[config.mk]
export PLATFORM = sky130hd
export DESIGN_NAME = button_debounce
export DESIGN_NICKNAME = d
export VERILOG_FILES = /design/src/rtl/button_debounce.sv
export SDC_FILE = /design/constraint.sdc
export NUM_CORES = 1
export LEC_CHECK = 0
export BUFFER_PORTS_ARGS = -buffer_cell sky130_fd_sc_hd__clkbuf_2
export CORE_MARGIN = 2
export CORE_UTILIZATION = 35
export CTS_CLUSTER_SIZE = 20
export DETAILED_ROUTE_END_ITERATION = 8
export PLACE_DENSITY_LB_ADDON = 0.2
export SYNTH_ARGS = -nofsm -noshare
export SYNTH_HDL_FRONTEND = slang
export SYNTH_SLANG_ARGS = --single-unit
[constraint.sdc]
create_clock -name clk -period 6.4 [get_ports clk]
set_input_delay 0.96 -clock clk [delete_from_list [all_inputs] [get_ports clk]]
set_output_delay 0.96 -clock clk [all_outputs]
set_load 0.1 [all_outputs]
[src/rtl/button_debounce.sv]
`timescale 1ns/1ps
`default_nettype none
// ============================================================================
//  Module   : button_debounce
//  Purpose  : Three-channel push-button debouncer. Each active-low raw input
//             is synchronised through two flops, then qualified by its own
//             counter-based state machine. A new level is accepted only after
//             CNT_MAX+1 consecutive identical synchronised samples. Accepted
//             edges produce one-cycle press/release pulses.
//  Ports    :
//    clk           in   1  system clock, rising edge
//    rst_n         in   1  asynchronous active-low reset
//    buttons_raw   in   3  raw buttons, asynchronous, active-low
//                          (bit0 gen, bit1 encrypt, bit2 decrypt)
//    buttons       out  3  debounced levels, active-low
//    press         out  3  one-cycle pulse when a debounced bit goes 1->0
//    release_pulse out  3  one-cycle pulse when a debounced bit goes 0->1
//                          ("release" itself is a reserved word)
//    multi         out  1  high while more than one debounced bit is low
//  Revision : 1.0  initial release
// ============================================================================
module button_debounce #(
    parameter int CNT_MAX = 500000,
    parameter int CNT_W   = 20
) (
    input  logic       clk,
    input  logic       rst_n,
    input  logic [2:0] buttons_raw,
    output logic [2:0] buttons,
    output logic [2:0] press,
    output logic [2:0] release_pulse,
    output logic       multi
);

    localparam logic [CNT_W-1:0] c_cnt_max = CNT_W'(CNT_MAX);
    localparam logic [CNT_W-1:0] c_cnt_one = CNT_W'(1);

    typedef enum logic [1:0] {
        IDLE_HI = 2'd0,   // debounced 1, input 1
        CHK_LO  = 2'd1,   // debounced 1, input 0, counting
        HELD_LO = 2'd2,   // debounced 0, input 0
        CHK_HI  = 2'd3    // debounced 0, input 1, counting
    } state_t;

    // ------------------------------------------------------------------
    // Two-flop synchroniser for the asynchronous button inputs
    // ------------------------------------------------------------------
    logic [2:0] r_sync1;
    logic [2:0] r_sync2;

    always_ff @(posedge clk or negedge rst_n) begin
        if (!rst_n) begin
            r_sync1 <= 3'b111;
            r_sync2 <= 3'b111;
        end else begin
            r_sync1 <= buttons_raw;
            r_sync2 <= r_sync1;
        end
    end

    // Next-cycle debounced levels, gathered so multi can be registered in
    // the same cycle that buttons changes.
    logic [2:0] w_btn_nxt;

    // ------------------------------------------------------------------
    // Independent per-bit debounce state machines
    // ------------------------------------------------------------------
    for (genvar i = 0; i < 3; i++) begin : g_bit
        state_t           r_state;
        state_t           w_state_nxt;
        logic [CNT_W-1:0] r_cnt;
        logic [CNT_W-1:0] w_cnt_nxt;
        logic             r_btn;
        logic             w_btn_bit;
        logic             r_press;
        logic             w_press_bit;
        logic             r_rel;
        logic             w_rel_bit;

        always_ff @(posedge clk or negedge rst_n) begin
            if (!rst_n) begin
                r_state <= IDLE_HI;
                r_cnt   <= '0;
                r_btn   <= 1'b1;
                r_press <= 1'b0;
                r_rel   <= 1'b0;
            end else begin
                r_state <= w_state_nxt;
                r_cnt   <= w_cnt_nxt;
                r_btn   <= w_btn_bit;
                r_press <= w_press_bit;
                r_rel   <= w_rel_bit;
            end
        end

        always_comb begin
            w_state_nxt = r_state;
            w_cnt_nxt   = r_cnt;
            w_btn_bit   = r_btn;
            w_press_bit = 1'b0;
            w_rel_bit   = 1'b0;
            case (r_state)
                IDLE_HI: begin
                    if (!r_sync2[i]) begin
                        w_state_nxt = CHK_LO;
                        w_cnt_nxt   = c_cnt_one;
                    end
                end
                CHK_LO: begin
                    if (r_sync2[i]) begin
                        // bounce: discard the partial count
                        w_state_nxt = IDLE_HI;
                        w_cnt_nxt   = '0;
                    end else if (r_cnt >= c_cnt_max) begin
                        // >= keeps the counter from ever passing CNT_MAX
                        w_state_nxt = HELD_LO;
                        w_cnt_nxt   = '0;
                        w_btn_bit   = 1'b0;
                        w_press_bit = 1'b1;
                    end else begin
                        w_cnt_nxt = r_cnt + c_cnt_one;
                    end
                end
                HELD_LO: begin
                    if (r_sync2[i]) begin
                        w_state_nxt = CHK_HI;
                        w_cnt_nxt   = c_cnt_one;
                    end
                end
                CHK_HI: begin
                    if (!r_sync2[i]) begin
                        w_state_nxt = HELD_LO;
                        w_cnt_nxt   = '0;
                    end else if (r_cnt >= c_cnt_max) begin
                        w_state_nxt = IDLE_HI;
                        w_cnt_nxt   = '0;
                        w_btn_bit   = 1'b1;
                        w_rel_bit   = 1'b1;
                    end else begin
                        w_cnt_nxt = r_cnt + c_cnt_one;
                    end
                end
                default: begin
                    w_state_nxt = IDLE_HI;
                    w_cnt_nxt   = '0;
                    w_btn_bit   = 1'b1;
                end
            endcase
        end

        assign w_btn_nxt[i]     = w_btn_bit;
        assign buttons[i]       = r_btn;
        assign press[i]         = r_press;
        assign release_pulse[i] = r_rel;
    end

    // ------------------------------------------------------------------
    // multi: at least two of the three next-cycle levels are low
    // ------------------------------------------------------------------
    logic [2:0] w_low_nxt;
    logic       r_multi;

    assign w_low_nxt = ~w_btn_nxt;

    always_ff @(posedge clk or negedge rst_n) begin
        if (!rst_n) begin
            r_multi <= 1'b0;
        end else begin
            r_multi <= (w_low_nxt[0] & w_low_nxt[1]) |
                       (w_low_nxt[0] & w_low_nxt[2]) |
                       (w_low_nxt[1] & w_low_nxt[2]);
        end
    end

    assign multi = r_multi;

endmodule
`default_nettype wire

[Yosys cells after proc, flatten, opt, wreduce, memory -nomap -nowiden]
Cells that the tools add are included.
Widths: inputs -> output; s select.
Operators by class
  $lt $le $gt $ge: 3
  reduce and logical (&&, ||, !) cells: 9
  multiplexer cells: 69
  bitwise gates (word level): 6
  equality and inequality tests: 21
  $add $sub $neg: 3
Operators by type and width (count)
  $mux 20: 15
  $pmux 20 s4: 3
  $add 20x1->20 const B: 3
  $ge 20x19->1 const B: 3
  $mux 2: 18
  $mux 1: 27
  $pmux 2 s4: 3
  $ne 3x3->1 const B: 6
  $eq 2x2->1 const B: 6
  $ne 2x2->1 const B: 6
  $reduce_and 4->1: 3
  $eq 2x1->1 const B: 3
  $logic_not 2->1: 3
  $pmux 1 s2: 3
  $reduce_and 2->1: 3
  $and 1x1->1: 3
  $not 3->3: 1
  $or 1x1->1: 2
Word-level totals
  input port bits: 5
  bits in registers: 82
  word-level logic and storage cells: 129
  output and inout port bits: 10

[Logic depth before layout (Yosys ltp)]
  depth after elaboration: 8
  mapped depth: 8
  gate-level depth less buffers: 6

[Least setup slack after synthesis]
Ideal clock, no wire load.
  path kind: register -> register
  start point: register g_bit[0].r_cnt[10]
  end point: register r_multi (netlist: multi)
  library setup time: 0.131 ns
  setup slack: 4.350 ns
  path buffers: 0
  data arrival time: 1.919 ns
  period minus slack after synthesis: 2.050 ns
  required time: 6.269 ns
  cell stages (with the launch flop): 6
  path through: dfrtp_1 -> or4_1 -> o211a_1 -> o21ai_0 -> a211oi_1 -> maj3_1
On the way
  word-level cells in the longest chain between the ends: 8
  elaborated cells on any way between the ends: 11
  classes of those cells: order compare (1); mux (5); bitwise (5)
RTL lines
  start, declared: line 71  | logic [CNT_W-1:0] r_cnt;
  start signal, assigned: line 89  | r_cnt <= w_cnt_nxt;
  $ge 20x19->1 *: line 114, 134
  $mux 1, on equally long branches: line 134, 114
  $mux 1, on equally long branches: line 131, 110
  $pmux 1 s2 *: line 102  | case (r_state)
  $not 3->3 *: line 163  | assign w_low_nxt = ~w_btn_nxt;
  $and 1x1->1, on equally long branches: line 169, 170
  $or 1x1->1 *: line 169  | r_multi <= (w_low_nxt[0] & w_low_nxt[1]) |
  $or 1x1->1 *: line 170  | (w_low_nxt[0] & w_low_nxt[2]) |
  end signal, assigned: line 169
  end, declared: line 161  | logic r_multi;
Mark *: on every way between the ends. The rest lies on a longest branch, timed or not.
A chain may end at the register's enable or synchronous reset.

[Final worst setup path]
  start point: register g_bit[0].r_cnt[10]
  end point: register g_bit[0].r_cnt[18]
On the way
  word-level cells in the longest chain between the ends: 4
  elaborated cells on any way between the ends: 6
  classes of those cells: add/sub (1); order compare (1); mux (4)
RTL lines (line)
  $add 20x1->20 / $ge 20x19->1 (equally long branches)
  $mux 20 *: 114, 134
  $mux 20, on equally long branches: 131, 110
  $pmux 20 s4 *: 102
Marked as above.

==> impl_metrics.ini <==
[final_layout]
final_nets = 451
antenna_cells = 0
drive_gt1_frac = 0.119
syn_to_final_growth_pct = 9.61
final_cell_mix = dfrtp_1, o21ai_0, nand2_1
fillerInstances = 1129
final_common_cell = dfrtp_1

[sta]
rsz0062_at_grt = no
timing.final.ws_setup_ns = 3.75
fmaxAchievable_ghz = 0.378
finalCritPeriodShare = 0.414
fin_crit_ns = 2.65
slew_headroom = 0.261
worst_slew_pin_slew_ns = 1.10
hold_viol_final = 0
final-setup-viol-count = 0
skew_ns = 0.00524
slew_violations = 0
setup_tns_ns = 0

[placement]
dp_slack_ns = 3.76
port_buffers = 14
place.gp.congestion = 0.770
post-dp-hpwl_um = 5560

[min_path]
holdPathStages = 0
hold_path_class = reg -> reg

[route]
antenna_left = 0
finalWirelength_um = 8510
via_per_inst = 5.39
drc = 0
wl_per_cell_um = 14.5
dr.first_iter.drc_count = 176
drtPass1Iterations = 4
vias = 3168

[logic_synthesis]
async_flop_share = 1.00
synth_edf_count = 0
avgSynthCellArea_um2 = 9.61
ys_warn_count = 0
synth_nets = 447
yosysSeqAreaShare = 0.492
synth_seq_cells = 82
postSynthCellCount = 436
syn_area_um2 = 4190
synth_cell_types = 50
ys.flop_type = dfrtp_1

[clocking]
clk_pin_slew_ns = 0.06
clock_latency_ns = 0.34
htreeDepth = 3
cts_resized = 0
hold_buffers = 0
cts_tree = built
cts_root_buf = clkbuf_16
clockBufferDepth = 2
cts_made_buffers = 9
cts.sinks = 82
cts_setup_buffers = 0

[grt]
track_usage = 0.145
antenna_found_initial = 0
grt_pass1_vias = 3182
grt_pass1_wl_um = 15000
grt_max_degree = 83
grt-ovfl-total = 0

[setup_path]
path_class = reg -> reg
path_buf_inv = 0
cp-end-kind = flip-flop
r2r_cells = 5
slowest_stage = nor3_2
arrival_ns = 2.90
required_ns = 6.66
path_cells = or4_1 -> o211a_1 -> nor3_2 -> nand3_1 -> o21ai_0
worstSetupPathDepth = 5
cp-start-kind = flip-flop
cp_top_family = simple AND/OR/NAND/NOR gates
critPathMaxFanout = 20
crit_path_max_incr_delay_ns = 0.91

[floorplanning]
start_util = 0.362
core-area_um2 = 11600
rows = 39
io_pins = 15
die_area_um2 = 12900
die_w_um = 113
chipHeight_um = 113

[power_and_ir_drop]
power_mw = 1.23
leakagePower_nw = 2.02
p_per_area_nw_per_um2 = 268
peakVddDrop_mv = 0.130

[outcome]
status = finished, final reports clean

[flow_run]
cap_violations = 0
## path summary, 6_finish.rpt
check / start / end / slack (ns)
hold / removal: r_sync1[1] / r_sync2[1] / 0.36
setup reg to reg: g_bit[0].r_cnt[10] / g_bit[0].r_cnt[18] / 3.75
max in group asynchronous: rst_n / g_bit[2].r_cnt[0] / 4.94
hold reg to reg: r_sync1[1] / r_sync2[1] / 0.36
setup / recovery: g_bit[0].r_cnt[10] / g_bit[0].r_cnt[18] / 3.75
min in group asynchronous: rst_n / g_bit[0].r_press / 0.81
## where the power goes
part | total (mW) | leakage [nW] | switching, mW | internal, mW
clock network | 0.475 | 0.131 | 0.204 | 0.271
registers | 0.575 | 1.09 | 0.0292 | 0.545
logic | 0.183 | 0.801 | 0.123 | 0.0607
## sequential cells by signal, indices dropped and copies added, names as in the netlist, named ones only
name           cells
g_bit.r_cnt       60
g_bit.r_btn        3
g_bit.r_press      3
g_bit.r_rel        3
g_bit.r_state      3
r_sync1            3
r_sync2            3
multi              1
## synthesized netlist by cell type, types with 5 or more instances
master	n	area, µm²
dfrtp_1	73	1830
nor4_1	8	50.1
nor2_1	19	71.3
nand4_1	16	100
a21oi_1	25	125
clkbuf_1	8	30.0
xnor2_1	5	43.8
ha_1	6	75.1
buf_4	10	75.1
inv_1	22	82.6
and3_1	7	43.8
nand2_1	29	109
o21ai_0	42	210
nor3_1	14	70.1
xor2_1	5	43.8
and2_1	10	62.6
dfstp_2	9	236
mux2i_1	5	50.1
a211oi_1	6	45.0
a22o_1	15	131
a21o_1	14	105
nor2b_1	6	37.5
or3_1	10	62.6
nand3_1	26	130
## cell families after synthesis
| family | share of synthesized area |
|---|---|
| XOR/XNOR | 0.0209 |
| adder cells (fa/ha/maj) | 0.0203 |
| AND/OR/NAND/NOR | 0.203 |
| flip-flops | 0.492 |
| buffers and inverters | 0.0534 |
| multiplexers | 0.0119 |
| AO/OA/AOI/OAI | 0.198 |
## per-layer routing
layer | up-vias | share of wire | GRT usage
met5 | - | 0 | 0
met4 | 0 | 0.016 | 0.0480
met3 | 8 | 0.032 | 0.0377
met2 | 43 | 0.45 | 0.226
met1 | 1525 | 0.51 | 0.197
li1 | 1592 | - | -
## worst register-to-register path, delay by kind of cell (launching register included)
family | cells | cell delay [ns]
AOI/OAI and AO/OA | 2 | 0.49
DFF | 1 | 0.44
and+or+nand+nor | 3 | 1.63
## through the flow
| stage | hold slack (ns) | instances | utilization | instance area, µm² |
|---|---|---|---|---|
| finish | 0.356 | 588 | 0.397 | 4590 |
| global route | 0.364 | 588 | 0.397 | 4590 |
| CTS | 0.356 | 588 | 0.397 | 4590 |
| detailed placement | 0.347 | 572 | 0.374 | 4320 |
| global placement | 0.346 | 572 | 0.374 | 4320 |
| floorplan | 0.345 | 436 | - | 4190 |
## layout make-up
type / instances / area (µm²) / area share
multi-input combinational: 309 / 1910 / 0.416
clock buffer: 11 / 243 / 0.0528
tap: 143 / 179 / 0.0389
inverter: 22 / 82.6 / 0.0180
clock inverter: 5 / 30.0 / 0.00654
timing repair buffer: 16 / 87.6 / 0.0191
sequential: 82 / 2060 / 0.449
(Power assumes the default switching activity.)
